File: config.mk
export PLATFORM = sky130hd
export DESIGN_NAME = soc_bus_arb
export DESIGN_NICKNAME = d
export VERILOG_FILES = /design/src/rtl/soc_pkg.sv /design/src/rtl/soc_timebase.sv /design/src/rtl/soc_bus_arb.sv
export SDC_FILE = /design/constraint.sdc
export NUM_CORES = 1
export LEC_CHECK = 0
export CAP_MARGIN = 20
export CORE_MARGIN = 3
export CORE_UTILIZATION = 40
export DETAILED_ROUTE_END_ITERATION = 7
export PLACE_DENSITY = 0.76
export RECOVER_POWER = 50
export SETUP_SLACK_MARGIN = 0.1
export SLEW_MARGIN = 15
export SYNTH_ARGS = -nofsm -noshare
export SYNTH_HDL_FRONTEND = slang
export SYNTH_SLANG_ARGS = --single-unit
export TNS_END_PERCENT = 1
File: constraint.sdc
create_clock -name clk -period 5.5 [get_ports clk]
set_input_delay 1.1 -clock clk [delete_from_list [all_inputs] [get_ports clk]]
set_output_delay 1.1 -clock clk [all_outputs]
set_load 0.02 [all_outputs]
File: src/rtl/soc_pkg.sv
// soc_pkg: shared SOC bus types, timebase constants and bus-arbiter states
package soc_pkg;
  typedef logic [31:0] soc_addr_t;
  typedef logic [3:0]  soc_we_t;
  typedef logic [31:0] soc_data_t;
  typedef logic [6:0]  cnt_1us_t;
  localparam cnt_1us_t NUM_1US_CLKS = 7'd64;
  localparam soc_data_t SOC_ERR_DATA = 32'hDEAD_BEEF;
  typedef enum logic [1:0] {
    ARB_IDLE,
    ARB_ACTIVE,
    ARB_RESP
  } arb_state_t;
endpackage

File: src/rtl/soc_timebase.sv
// soc_timebase: 1 us prescaler counting 0..NUM_1US_CLKS with sync clear and wrap tick
module soc_timebase
  import soc_pkg::*;
(
  input  logic     clk,
  input  logic     arst_n,
  input  logic     clr,
  output cnt_1us_t cnt,
  output logic     tick
);
  assign tick = cnt == NUM_1US_CLKS;
  always_ff @(posedge clk or negedge arst_n) begin
    if (!arst_n) cnt <= '0;
    else if (clr) cnt <= '0;
    else cnt <= tick ? '0 : cnt + cnt_1us_t'(1);
  end
endmodule

File: src/rtl/soc_bus_arb.sv
// soc_bus_arb: two-master round-robin arbiter onto one slave bus with microsecond response timeout
module soc_bus_arb
  import soc_pkg::*;
#(
  parameter int TIMEOUT_US = 16
) (
  input  logic                 clk,
  input  logic                 arst_n,
  input  logic [1:0]           m_vld,
  input  soc_addr_t [1:0]      m_addr,
  input  soc_we_t [1:0]        m_we,
  input  soc_data_t [1:0]      m_wdat,
  output logic [1:0]           m_rdy,
  output logic [1:0]           m_err,
  output soc_data_t            m_rdat,
  output logic                 s_vld,
  output soc_addr_t            s_addr,
  output soc_we_t              s_we,
  output soc_data_t            s_wdat,
  input  logic                 s_rdy,
  input  soc_data_t            s_rdat,
  output logic [1:0]           gnt
);
  arb_state_t state, state_nxt;
  cnt_1us_t   pre_cnt;
  logic       tick, start, win, last, done, timeout, err_q;
  logic [7:0] us_cnt;
  assign start = state == ARB_IDLE && |m_vld;
  // on a tie the master not granted last wins, otherwise the sole requester
  assign win = &m_vld ? ~last : m_vld[1];
  // ACTIVE cycle TIMEOUT_US*65 is the one where the final prescaler wrap lands
  assign timeout = tick && us_cnt == 8'(TIMEOUT_US - 1);
  assign done = state == ARB_ACTIVE && (s_rdy || timeout);
  assign m_rdy = state == ARB_RESP ? gnt : 2'b00;
  assign m_err = state == ARB_RESP && err_q ? gnt : 2'b00;
  soc_timebase u_tb (
    .clk   (clk),
    .arst_n(arst_n),
    .clr   (start),
    .cnt   (pre_cnt),
    .tick  (tick)
  );
  always_ff @(posedge clk or negedge arst_n) begin
    if (!arst_n) state <= ARB_IDLE;
    else state <= state_nxt;
  end
  always_comb begin
    state_nxt = state;
    state_nxt = state == ARB_IDLE   ? (start ? ARB_ACTIVE : ARB_IDLE) :
                state == ARB_ACTIVE ? (done ? ARB_RESP : ARB_ACTIVE) : ARB_IDLE;
  end
  always_ff @(posedge clk or negedge arst_n) begin
    if (!arst_n) us_cnt <= '0;
    else if (start) us_cnt <= '0;
    else if (tick) us_cnt <= us_cnt + 8'd1;
  end
  always_ff @(posedge clk or negedge arst_n) begin
    if (!arst_n) begin
      s_vld  <= 1'b0;
      s_addr <= '0;
      s_we   <= '0;
      s_wdat <= '0;
      m_rdat <= '0;
      err_q  <= 1'b0;
      gnt    <= 2'b00;
      last   <= 1'b1;
    end else begin
      if (start) begin
        s_vld  <= 1'b1;
        s_addr <= m_addr[win];
        s_we   <= m_we[win];
        s_wdat <= m_wdat[win];
        gnt    <= win ? 2'b10 : 2'b01;
        last   <= win;
      end
      if (done) begin
        s_vld  <= 1'b0;
        m_rdat <= s_rdy ? s_rdat : SOC_ERR_DATA;
        err_q  <= !s_rdy;
      end
      if (state == ARB_RESP) gnt <= 2'b00;
    end
  end
  logic unused_ok;
  assign unused_ok = ^pre_cnt;
endmodule

==> impl_metrics.json <==
{
  "start_util_pct": 41.18,
  "ir_drop_uv": 403.5,
  "ios": 280,
  "grt_pass1_vias": 5525,
  "cp.arrival_ns": 4.17,
  "worst_setup_path_end_kind": "flip-flop",
  "drt_iter0_drc": 320,
  "dieHeight_um": 125.8,
  "worst_ep_required_time_ns": 5.82,
  "core_um2": 13930,
  "grt_overflow": 0,
  "ys_async_sr_fraction_pct": 100.0,
  "crit_type": "in2reg",
  "stdcell_count": 1114,
  "critPathMaxFanout": 34,
  "ys_seq_area_share_pct": 53.23,
  "fin_worst_skew_ns": 0.006964,
  "cts_tree": "built",
  "dp_cells": 1082,
  "postCtsResizedCells": 0,
  "leakagePower_nw": 3.915,
  "antenna_found_initial": 0,
  "hold_buffers": 0,
  "routed_wl_um": 18170,
  "violations": "capacitance limit, slew limit",
  "cpMaxStageDelayCell": "clkbuf_1",
  "dp.final_hpwl_um": 12780,
  "cts_max_path_buffers": 2,
  "fin_crit_sh_pct": 69.96,
  "gp_congestion": 0.8356,
  "tightest_slew_ns": 2.540,
  "post_synth_num_cell_types": 34,
  "min_period_ns": 3.848,
  "synth_seq_cells": 122,
  "p_per_area_nw_per_um2": 547.9,
  "synth_area_um2": 5738,
  "post_cts_buffers": 0,
  "final_layout_size_suffix_gt1_share_pct": 6.745,
  "hold_violations": 0,
  "final_util_pct": 66.03,
  "syn_inst": 660,
  "max_freq_mhz": 259.9,
  "clkTransAtPathRegs_ns": 0.06,
  "grtUsageTotal_pct": 22.89,
  "fin_ws_ns": 1.652,
  "slew_violations": 83,
  "routed-via-count": 5591,
  "pre_cts_slack_ns": 2.131,
  "numPortBuffers": 279,
  "finalSetupViolCount": 0,
  "rows": 43,
  "maxCapViolations": 2,
  "synth_fp_nets": 836,
  "synthFlopType": "dfrtp_1",
  "htreeDepth": 4,
  "drt_first_pass_iters": 5,
  "synth_enable_flop_cells": 0,
  "n_antenna_cell": 0,
  "synth_warnings": 0,
  "hold_path_class": "reg2reg",
  "numClockSinks": 122,
  "grt_pass1_wl_um": 28900,
  "relSlewSlack_pct": -69.31,
  "clock-root-buffer": "clkbuf_16",
  "drc": 0,
  "clock_latency_ns": 0.41,
  "nFillCells": 1174,
  "cts_made_buffers": 17,
  "drt-wirelength-per-cell_um": 16.31,
  "status": "complete, but fails checks",
  "syn_area_per_cell_um2": 8.694,
  "tns_ns": 0,
  "viasPerCell": 5.019,
  "slowest_delay_ns": 1.38,
  "rsz0062_at_grt": "no",
  "design.die.area_um2": 15820,
  "detail-route-antenna-nets": 0,
  "grt_max_degree": 99,
  "die_w_um": 125.8,
  "areaGrowthSynthToFinish_pct": 60.36,
  "final_nets": 1097,
  "start_kind": "input port",
  "crit_chain": "dlygate4sd3_1 -> clkbuf_1 -> inv_1 -> o41ai_4 -> buf_4 -> nor2_1 -> a311oi_2"
}
[state kept, by name, indices dropped and copies added, names as in the netlist]
register,flops
s_addr,32
gnt,2
us_cnt,8
err_q,1
s_we,4
s_wdat,32
u_tb.cnt,7
s_vld,1
state,2
m_rdat,32
last,1
[through the flow]
stage | total power (W) | cell area [µm²] | hold slack [ns]
after floorplan | 0.002901 | 5738 | 0.4473
after global placement | 0.004033 | 8660 | 0.4689
after detailed placement | 0.004080 | 8660 | 0.4750
after CTS | 0.005147 | 9215 | 0.4467
after global routing | 0.005366 | 9201 | 0.5119
final | 0.005042 | 9201 | 0.4794
[cells in the mapped netlist (all sizes together), types with 5 or more instances]
master,number,area [µm²]
nand2,161,604.3
nor2,136,510.5
dfrtp,121,3028
a31oi,70,437.9
clkbuf,38,142.6
inv,29,108.9
a311oi,24,329.1
nand3,23,115.1
buf,7,42.53
xnor2,6,52.55
xor2,6,52.55
and3,5,31.28
o21ai,5,25.02
[final cells by class]
cell class	count	area [µm²]	area share (%)
clock buffer	19	452.9	4.922
tap	180	225.2	2.448
sequential	122	3054	33.19
timing repair buffer	287	2851	30.99
inverter	29	108.9	1.183
multi-input combinational	464	2406	26.15
clock inverter	13	102.6	1.115
[worst max-delay path: cells and delay by family]
| kind | cells | cell delay, ns |
|---|---|---|
| buffers and inverters | 4 | 2.58 |
| AO/OA/AOI/OAI | 2 | 0.38 |
| AND/OR/NAND/NOR | 1 | 0.10 |
[logic make-up (layout without fill, tap and decap cells)]
group / after synthesis / after routing / share of synthesized area [%]
and+or+nand+nor: 341 / 341 / 23.83
DFF: 122 / 122 / 53.23
AOI/OAI and AO/OA: 107 / 107 / 15.15
buffers and inverters: 74 / 348 / 5.124
xor gates and xnor gates: 12 / 12 / 1.832
adders and majority gates: 3 / 3 / 0.6542
muxes: 1 / 1 / 0.1745
[path summary, 6_finish.rpt]
check	slack [ns]	from	cells after the start	to
setup / recovery	1.65	s_rdy	7	m_rdat[26]
hold / removal	0.48	u_tb.cnt[0]	1	u_tb.cnt[0]
setup reg to reg	3.02	last	5	s_wdat[26]
hold reg to reg	0.48	u_tb.cnt[0]	1	u_tb.cnt[0]
max in group asynchronous	2.31	arst_n	2	s_addr[12]
min in group asynchronous	0.51	arst_n	1	m_rdat[14]
[layout by cell type, fill, tap and decap left out, types with 3 or more instances in the layout]
| master | netlist | final |
|---|---|---|
| clkinv_2 | 0 | 7 |
| nand2b_1 | 3 | 3 |
| nand2_1 | 161 | 161 |
| a311oi_2 | 19 | 19 |
| o21ai_0 | 5 | 5 |
| dfrtp_1 | 121 | 121 |
| clkbuf_16 | 0 | 17 |
| inv_1 | 29 | 29 |
| clkbuf_1 | 38 | 3 |
| a31oi_1 | 70 | 70 |
| nor2_1 | 136 | 134 |
| a311oi_1 | 5 | 5 |
| xnor2_1 | 6 | 6 |
| nand3_1 | 23 | 23 |
| clkdlybuf4s50_1 | 0 | 244 |
| buf_4 | 0 | 5 |
| ha_1 | 3 | 3 |
| xor2_1 | 6 | 6 |
| and3_1 | 5 | 5 |
| clkinvlp_4 | 0 | 5 |
| dlygate4sd3_1 | 0 | 34 |
| a21oi_1 | 3 | 3 |
[where the power goes]
part | switching, W | total, W | internal (W)
Sequential | 0.000256 | 0.00157 | 0.00131
Clock | 0.000405 | 0.00104 | 0.000637
Combinational | 0.00135 | 0.00243 | 0.00109
Total | 0.00201 | 0.00504 | 0.00303
[metal layers]
layer  up-vias  global-route usage, %  part of all wire (%)
li1       2731                      -                     -
met2       216                  36.38                    47
met1      2605                  29.22                    41
met5         -                      0                     0
met4         0                  9.211                   3.1
met3        39                  7.252                   8.8
No activity file was read; power rests on OpenSTA's default activity.
